**config.mk**
```make
export PLATFORM = sky130hd
export DESIGN_NAME = motor_segment_queue
export DESIGN_NICKNAME = d
export VERILOG_FILES = /design/src/rtl/motor_segment_queue_pkg.sv /design/src/rtl/motor_segment_queue_fifo.sv /design/src/rtl/motor_segment_queue.sv
export SDC_FILE = /design/constraint.sdc
export NUM_CORES = 1
export LEC_CHECK = 0
export CELL_PAD_IN_SITES_DETAIL_PLACEMENT = 0
export CELL_PAD_IN_SITES_GLOBAL_PLACEMENT = 1
export CORE_AREA = 2 2 148 114
export DETAILED_ROUTE_END_ITERATION = 7
export DIE_AREA = 0 0 150 116
export GPL_ROUTABILITY_DRIVEN = 0
export PLACE_DENSITY_LB_ADDON = 0.1
export SYNTH_ARGS = -nofsm -noshare
export SYNTH_HDL_FRONTEND = slang
export SYNTH_HIERARCHICAL = 1
export SYNTH_SLANG_ARGS = --single-unit
export TNS_END_PERCENT = 20
```
**constraint.sdc**
```tcl
create_clock -name CLK -period 3.46 [get_ports CLK]
set_input_delay 0.346 -clock CLK [delete_from_list [all_inputs] [get_ports CLK]]
set_output_delay 0.346 -clock CLK [all_outputs]
set_load 0.02 [all_outputs]
```
**src/rtl/motor_segment_queue_pkg.sv**
```systemverilog
// Shared types for the motor segment queue: segment record, field widths and FSM states.
package motor_pkg;

  localparam int DIV_W   = 15;
  localparam int STEPS_W = 14;
  localparam int POS_W   = 19;

  typedef struct packed {
    logic               dir;
    logic [DIV_W-1:0]   divider;
    logic [STEPS_W-1:0] steps;
  } seg_t;

  typedef enum logic [1:0] {
    IDLE       = 2'd0,
    LOAD       = 2'd1,
    WAIT_START = 2'd2,
    RUN        = 2'd3
  } state_t;

endpackage

```
**src/rtl/motor_segment_queue_fifo.sv**
```systemverilog
// seg_fifo: generic DEPTH-entry synchronous FIFO with occupancy output and synchronous clear.
module seg_fifo #(
  parameter int DEPTH = 4,
  parameter int W     = 8,
  parameter int CNT_W = $clog2(DEPTH) + 1
) (
  input  logic             clk,
  input  logic             rst_n,
  input  logic             clr,
  input  logic             push,
  input  logic             pop,
  input  logic [W-1:0]     wdata,
  output logic [W-1:0]     rdata,
  output logic             full,
  output logic             empty,
  output logic [CNT_W-1:0] level
);

  localparam int PTR_W = $clog2(DEPTH);
  localparam logic [CNT_W-1:0] FULL_CNT = CNT_W'(DEPTH);

  logic [W-1:0]     mem_r [DEPTH];
  logic [PTR_W-1:0] wr_ptr_r;
  logic [PTR_W-1:0] rd_ptr_r;
  logic [CNT_W-1:0] cnt_r;
  logic             do_push_s;
  logic             do_pop_s;

  assign full      = (cnt_r == FULL_CNT);
  assign empty     = (cnt_r == '0);
  assign level     = cnt_r;
  assign rdata     = mem_r[rd_ptr_r];
  assign do_push_s = push && !full && !clr;
  assign do_pop_s  = pop && !empty && !clr;

  // Pointer and occupancy bookkeeping; pointers wrap naturally because DEPTH is a power of two.
  always_ff @(posedge clk or negedge rst_n) begin
    if (!rst_n) begin
      wr_ptr_r <= '0;
      rd_ptr_r <= '0;
      cnt_r    <= '0;
    end else if (clr) begin
      wr_ptr_r <= '0;
      rd_ptr_r <= '0;
      cnt_r    <= '0;
    end else begin
      if (do_push_s) wr_ptr_r <= wr_ptr_r + 1'b1;
      if (do_pop_s)  rd_ptr_r <= rd_ptr_r + 1'b1;
      case ({do_push_s, do_pop_s})
        2'b10:   cnt_r <= cnt_r + 1'b1;
        2'b01:   cnt_r <= cnt_r - 1'b1;
        default: cnt_r <= cnt_r;
      endcase
    end
  end

  // Storage array; contents are only meaningful below the occupancy count.
  always_ff @(posedge clk) begin
    if (do_push_s) mem_r[wr_ptr_r] <= wdata;
  end

endmodule

```
**src/rtl/motor_segment_queue.sv**
```systemverilog
// Motion segment queue feeding a step generator. Optional position counter: define SEGQ_POS_TRACK_EN.
module motor_segment_queue
  import motor_pkg::*;
#(
  parameter int DEPTH = 4,
  parameter int CNT_W = $clog2(DEPTH) + 1
) (
  input  logic                      CLK,
  input  logic                      reset,
  input  logic                      wr_valid,
  output logic                      wr_ready,
  input  logic                      wr_dir,
  input  logic [DIV_W-1:0]          wr_divider,
  input  logic [STEPS_W-1:0]        wr_steps,
  input  logic                      flush,
  input  logic                      activeMode,
  input  logic                      step,
`ifdef SEGQ_POS_TRACK_EN
  input  logic                      pos_clear,
  output logic signed [POS_W-1:0]   pos,
`endif
  output logic [DIV_W-1:0]          divider,
  output logic [STEPS_W-1:0]        stepsToGo,
  output logic                      dir,
  output logic                      busy,
  output logic [CNT_W-1:0]          level
);

  state_t             state_r;
  state_t             state_s;
  logic               load_s;
  logic               push_s;
  logic               pop_s;
  logic               fifo_full_s;
  logic               fifo_empty_s;
  seg_t               wr_seg_s;
  seg_t               head_s;
  logic               dir_r;
  logic [DIV_W-1:0]   div_r;
  logic [STEPS_W-1:0] steps_r;

  assign wr_ready = reset && !fifo_full_s && !flush;
  // Zero-length segments complete the handshake but are never stored.
  assign push_s   = wr_valid && wr_ready && (wr_steps != '0);
  assign pop_s    = (state_r == LOAD);
  assign wr_seg_s = '{dir: wr_dir, divider: wr_divider, steps: wr_steps};

  seg_fifo #(
    .DEPTH (DEPTH),
    .W     ($bits(seg_t)),
    .CNT_W (CNT_W)
  ) u_fifo (
    .clk   (CLK),
    .rst_n (reset),
    .clr   (flush),
    .push  (push_s),
    .pop   (pop_s),
    .wdata (wr_seg_s),
    .rdata (head_s),
    .full  (fifo_full_s),
    .empty (fifo_empty_s),
    .level (level)
  );

  // Next-state logic; a flush in IDLE discards the head instead of issuing it.
  always_comb begin
    state_s = state_r;
    load_s  = 1'b0;
    case (state_r)
      IDLE: begin
        if (!fifo_empty_s && !flush) begin
          state_s = LOAD;
          load_s  = 1'b1;
        end else begin
          state_s = IDLE;
        end
      end
      LOAD: state_s = WAIT_START;
      WAIT_START: begin
        if (activeMode) state_s = RUN;
        else            state_s = WAIT_START;
      end
      RUN: begin
        if (!activeMode) state_s = IDLE;
        else             state_s = RUN;
      end
      default: state_s = IDLE;
    endcase
  end

  // State and output registers; stepsToGo is non-zero only for the single LOAD cycle.
  always_ff @(posedge CLK or negedge reset) begin
    if (!reset) begin
      state_r <= IDLE;
      dir_r   <= 1'b0;
      div_r   <= '0;
      steps_r <= '0;
    end else begin
      state_r <= state_s;
      if (load_s) begin
        dir_r   <= head_s.dir;
        div_r   <= head_s.divider;
        steps_r <= head_s.steps;
      end else begin
        steps_r <= '0;
      end
    end
  end

  assign dir       = dir_r;
  assign divider   = div_r;
  assign stepsToGo = steps_r;
  assign busy      = (state_r != IDLE) || !fifo_empty_s;

`ifdef SEGQ_POS_TRACK_EN
  logic                    step_r;
  logic                    step_d_r;
  logic signed [POS_W-1:0] pos_r;

  // Registered step edge moves the position by one in the current direction; clear wins.
  always_ff @(posedge CLK or negedge reset) begin
    if (!reset) begin
      step_r   <= 1'b0;
      step_d_r <= 1'b0;
      pos_r    <= '0;
    end else begin
      step_r   <= step;
      step_d_r <= step_r;
      if (pos_clear)                pos_r <= '0;
      else if (step_r && !step_d_r) pos_r <= dir_r ? (pos_r + 19'sd1) : (pos_r - 19'sd1);
      else                          pos_r <= pos_r;
    end
  end

  assign pos = pos_r;
`else
  logic unused_step_s;
  assign unused_step_s = step;
`endif

endmodule
```
### After elaboration in Yosys (flattened, before gate mapping)

Memories as Yosys holds them, arrays and structs flattened.
Index checks and enable logic that the tools add are counted.

* register bits after elaboration: 39
* bits in latches: 0
* bits in writable memories: 120
* ROM bits: 0
* input bits: 36
* output and inout bits: 35
* logic and storage cells: 53
* memories: 1

* $add $sub $neg: 4
* $mul: 0
* divide/modulo/power cells: 0
* $lt $le $gt $ge: 0
* eq/ne operators: 6
* shifts and indexed selects: 0
* mux-type cells: 15
* bitwise gates (word level): 0
* reduce and logical (&&, ||, !) cells: 20

Memories
* u_fifo.mem_r: depth 4, width 30, read ports 1, clocked after memory_dff 0, write ports 1, RTL line motor_segment_queue_fifo.sv:22 `logic [W-1:0] mem_r [DEPTH];`

Operators by type and width (number)
* 2-to-1 mux 14 bit: 1
* nonzero test 14 bit: 1
* 2-to-1 mux 2 bit: 5
* logical AND 1 bit: 9
* case mux 2 bit (4 select lines): 1
* equality test 2 bit, second input constant: 3
* 2-to-1 mux 1 bit: 6
* case mux 3 bit (2 select lines): 1
* nonzero test 2 bit: 3
* adder 2 x 1 -> 2 bit, second input constant: 2
* equality test 2 x 1 -> 1 bit, second input constant: 2
* adder 3 x 1 -> 3 bit, second input constant: 1
* equality test 3 bit, second input constant: 1
* zero test 1 bit: 3
* zero test 3 bit: 1
* 2-to-1 mux 3 bit: 1
* nonzero test 3 bit: 1
* subtractor 3 x 1 -> 3 bit, second input constant: 1
* zero test 2 bit: 1
* logical OR 1 bit: 1

### Logic depth before layout (Yosys ltp)

* depth in word-level cells: 11
* depth in mapped cells: 13
* gate-level depth less buffers: 11

### Cells and area by module

The synthesis kept the hierarchy.

By module, submodules not included
* seg_fifo: times used 1, cells an instance 221, area each 4870.9 µm², sequential area each 3778.6 µm²
* motor_segment_queue: times used 1, cells an instance 80, area each 1203.7 µm², sequential area each 800.8 µm²

### Worst setup path before layout

Ideal clock, no wire load.

* kind: register -> register
* from: reg u_fifo.cnt_r[1] (netlist: u_fifo/level[1])
* to: mem u_fifo/mem_r[2][0] (netlist bit), enable pin
* library setup time: 0.390 ns
* data arrival time: 2.907 ns
* data required time: 3.070 ns
* path slack: 0.163 ns
* stages on the path, launching flop included: 8
* buffers on the path: 1
* clock period less this slack: 3.297 ns
* cells stage by stage: dfrtp_1 -> nand2b_1 -> nor2_1 -> nor3b_1 -> and3_1 -> buf_2 -> nor3b_1 -> and2_1

* cells in the longest elaborated chain, start to end: 10

RTL lines
* start, declared: RTL line motor_segment_queue_fifo.sv:25 `logic [CNT_W-1:0] cnt_r;`
* start signal, assigned: RTL line motor_segment_queue_fifo.sv:50 `2'b10: cnt_r <= cnt_r + 1'b1;`
* start signal, assigned: RTL line motor_segment_queue_fifo.sv:51 `2'b01: cnt_r <= cnt_r - 1'b1;`
* start signal, assigned: RTL line motor_segment_queue_fifo.sv:52 `default: cnt_r <= cnt_r;`
* equality test 3 bit: RTL line motor_segment_queue_fifo.sv:29 `assign full = (cnt_r == FULL_CNT);`
* named net fifo_full_s: RTL line motor_segment_queue.sv:34 `logic fifo_full_s;`
* zero test 1 bit: RTL line motor_segment_queue.sv:42 `assign wr_ready = reset && !fifo_full_s && !flush;`
* logical AND 1 bit (2 in a row): RTL line motor_segment_queue.sv:42
* named net wr_ready: RTL line motor_segment_queue.sv:11 `output logic wr_ready,`
* logical AND 1 bit (2 in a row): RTL line motor_segment_queue.sv:44 `assign push_s = wr_valid && wr_ready && (wr_steps != '0);`
* named net push_s: RTL line motor_segment_queue.sv:32 `logic push_s;`
* logical AND 1 bit (2 in a row): RTL line motor_segment_queue_fifo.sv:33 `assign do_push_s = push && !full && !clr;`
* 2-to-1 mux 1 bit: RTL line motor_segment_queue_fifo.sv:59 `if (do_push_s) mem_r[wr_ptr_r] <= wdata;`
* 2-to-1 mux 1 bit (not written as such): RTL line motor_segment_queue_fifo.sv:59
* end, declared: RTL line motor_segment_queue_fifo.sv:22

The timed path passes the listed nets, and every way through them passes these cells.

### Final worst setup path

* from: reg u_fifo.cnt_r[2] (netlist: u_fifo/level[2])
* to: mem u_fifo/mem_r[3][26] (netlist bit), enable pin

* cells in the longest elaborated chain, start to end: 10

RTL lines (RTL line)
* equality test 3 bit: motor_segment_queue_fifo.sv:29
* named net fifo_full_s: motor_segment_queue.sv:34
* zero test 1 bit: motor_segment_queue.sv:42
* logical AND 1 bit (2 in a row): motor_segment_queue.sv:42
* logical AND 1 bit (2 in a row): motor_segment_queue.sv:44
* named net push_s: motor_segment_queue.sv:32
* logical AND 1 bit (2 in a row): motor_segment_queue_fifo.sv:33
* 2-to-1 mux 1 bit: motor_segment_queue_fifo.sv:59
* 2-to-1 mux 1 bit (not written as such): motor_segment_queue_fifo.sv:59

The timed path passes the listed nets, and every way through them passes these cells.

==> run_results.csv <==
group,metric,value,unit
critical_path,r2r.worst_path.cells,6,
drt,viasPerCell,4.92,
worst_hold_path,hold_path_class,"in2async",
sta,fin_ws,0.654,ns
drt,vias,2986,
die,core_area,15800,µm²
drt,drtIter0Drc,158,
clocking,clkTransAtPathRegs,0.06,ns
sta,fin_skew,0.00927,ns
power,finalPower,4.74,mW
die,rows,40,
logic_synthesis,synth_warnings,6,
logic_synthesis,ys.flop_type,"edfxtp_1",
drt,detail-route-antenna-nets,0,
sta,finalCriticalPeriod,2.81,ns
final_layout,syn2layout_area_growth,25.7,%
sta,clock.fmax,0.356,GHz
sta,slew_headroom,40.4,%
placement,portBuffers,69,
grt,grt_pass1_wl,18.1,mm
clocking,cts_tree,"yes",
clocking,cts_made_buffers,17,
grt,grt_util_all_layers,14.7,%
die,die_w,150,µm
critical_path,start_kind,"flip-flop",
logic_synthesis,syn_area_per_cell,20.2,µm²
final_layout,drive_above_1_share,26.2,%
sta,fin_tns_setup,0,ns
die,start_util,38.4,%
logic_synthesis,synth_edf_count,120,
die,io_pins,71,
logic_synthesis,syn_nets,342,
power,leakagePower,2.65,nW
final_layout,diodes,0,
critical_path,path_max_fanout,30,
die,die_area,17400,µm²
drt,wirelength,11.6,mm
power,pwr_density_cell,620,nW/µm²
critical_path,critical_path_class,"reg2reg",
grt,grt_overflow,0,
sta,setup_viol,0,
clocking,cts_root_buf,"clkbuf_16",
logic_synthesis,syn_inst,301,
critical_path,crit_required,3.49,ns
final_layout,utilization,48.3,%
placement,preCtsSetupSlack,0.408,ns
drt,dr.pass1.iters,4,
clocking,cts.htree.levels,4,
clocking,clkSinkCount,159,
sta,hold_viol,0,
logic_synthesis,ys_seq_area_share,75.4,%
run_status,status,"finished, final reports clean",
clocking,clk_path_buf_depth,2,
logic_synthesis,async_flop_share,24.5,%
clocking,ctsResizeCount,0,
clocking,insertion_delay,0.42,ns
sta,drv_slew,0,
power,ir_drop,0.000342,V
die,die_y,116,µm
clocking,cts_hold_buffers,0,
final_layout,layoutNonFillerInstCount,607,
critical_path,arrival,2.84,ns
critical_path,cp-end-kind,"flip-flop",
sta,timing.final.crit_share,81.1,%
sta,tightestPinTransition,0.894,ns
run,maxCapViolations,0,
grt,grt_pass1_vias,3177,
drt,post_drt_wl_per_cell,19.1,µm
clocking,cts_setup_buffers,0,
grt,grt_antenna_before_repair,0,
final_layout,nNetsFinal,425,
placement,hpwl,6.82,mm
logic_synthesis,netlist_area,6070,µm²
grt,grt_max_degree,40,
drt,drc,0,
placement,placed_cells,575,
sta,grt_setup_unrepaired,"false",
logic_synthesis,synth-seq-cells,159,
logic_synthesis,ys_types,41,
[critical path: stages, from the launching register on]
cell	delay, ns
dfrtp_1	0.48
nand2b_1	0.17
nor2_1	0.07
nor3b_1	0.30
and3_1	0.26
nor3b_1	0.32
and2_2	0.81
[cell usage in the layout (no fill, tap or decap), types with 3 or more instances in the layout]
master	instances
and2_1	5
and2_2	13
buf_4	10
bufinv_16	4
clkbuf_16	17
clkdlybuf4s50_1	68
clkinvlp_4	4
dfrtp_1	37
edfxtp_1	120
ha_1	4
inv_1	4
mux2_2	16
mux4_2	30
nand2_1	6
nand2b_1	4
nor2_1	10
nor3_1	3
nor4_1	3
o21ai_0	3
[registers in the layout, indices dropped and copies added (netlist names)]
signal and count:
u_fifo/mem_r 120, divider 15, stepsToGo 14, u_fifo/level 3, state_r 2, u_fifo/rd_ptr_r 2
u_fifo/wr_ptr_r 2, dir 1
[cells by family (layout without fill, tap and decap cells)]
family / after synthesis / count (layout) / share of synthesized area, %
simple gates: 51 / 51 / 5.03
mux: 47 / 47 / 14.3
fa+ha+maj: 5 / 5 / 1.15
buf+inv: 19 / 115 / 1.77
xor+xnor: 3 / 3 / 0.433
flops: 159 / 159 / 75.4
compound gates: 17 / 17 / 1.98
[where the power goes]
part / internal (mW) / switching, mW
clock: 1.24 / 0.691
combinational: 0.305 / 0.267
sequential: 2.16 / 0.0694
total: 3.71 / 1.03
[Yosys cell counts (2+ instances only)]
master	n	area (µm²)
clkbuf_1	2	7.51
o21ai_0	3	15.0
a21oi_1	2	10.0
and2_1	9	56.3
buf_1	2	7.51
and2_2	9	67.6
buf_2	5	25.0
nor2_1	10	37.5
nor3_1	3	15.0
buf_4	4	30.0
nor4_1	3	18.8
ha_1	4	50.1
o22ai_1	2	12.5
nand2_1	6	22.5
mux2_2	16	180
mux4_2	30	676
inv_1	4	15.0
edfxtp_1	120	3600
nand2b_1	4	25.0
buf_6	2	22.5
dfrtp_1	39	976
xor2_1	2	17.5
nor3b_1	2	15.0
[cell type report]
cell class              count  area [µm²]
inverters                   4        15.0
flip-flops and latches    159        4580
repair buffers             79         761
fillers                  1360        8180
clock buffers              21         460
multi-input cells         123        1390
clock inverters            11         164
well taps                 210         263
[metrics by stage]
stage | hold WS, ns | cell area (µm²)
global placement | 0.490 | 7010
floorplan | 0.0504 | 6070
CTS | 0.147 | 7640
detailed placement | 0.500 | 7010
global route | 0.188 | 7640
finish | 0.105 | 7640
[per-layer routing]
metal	part of all wire (%)	track usage (%)	routed length, µm	up-vias
met4	1.1	4.91	125	0
met1	46	19.7	5300	1564
met3	4.6	4.25	535	12
li1	-	-	-	1347
met2	48	23.3	5620	63
met5	0	0	0	-
[final timing paths]
kind / start / end / slack, ns
worst min-delay path: reset / divider[4] / 0.11
worst max-delay path: u_fifo/level[2] / u_fifo/mem_r[3][26] / 0.65
worst min register to register: divider[8] / divider[8] / 0.51
max in group asynchronous: reset / u_fifo/rd_ptr_r[1] / 2.92
worst max register to register: u_fifo/level[2] / u_fifo/mem_r[3][26] / 0.65
min in group CLK: divider[8] / divider[8] / 0.51
Note: power is estimated with default switching activity, not from simulation.
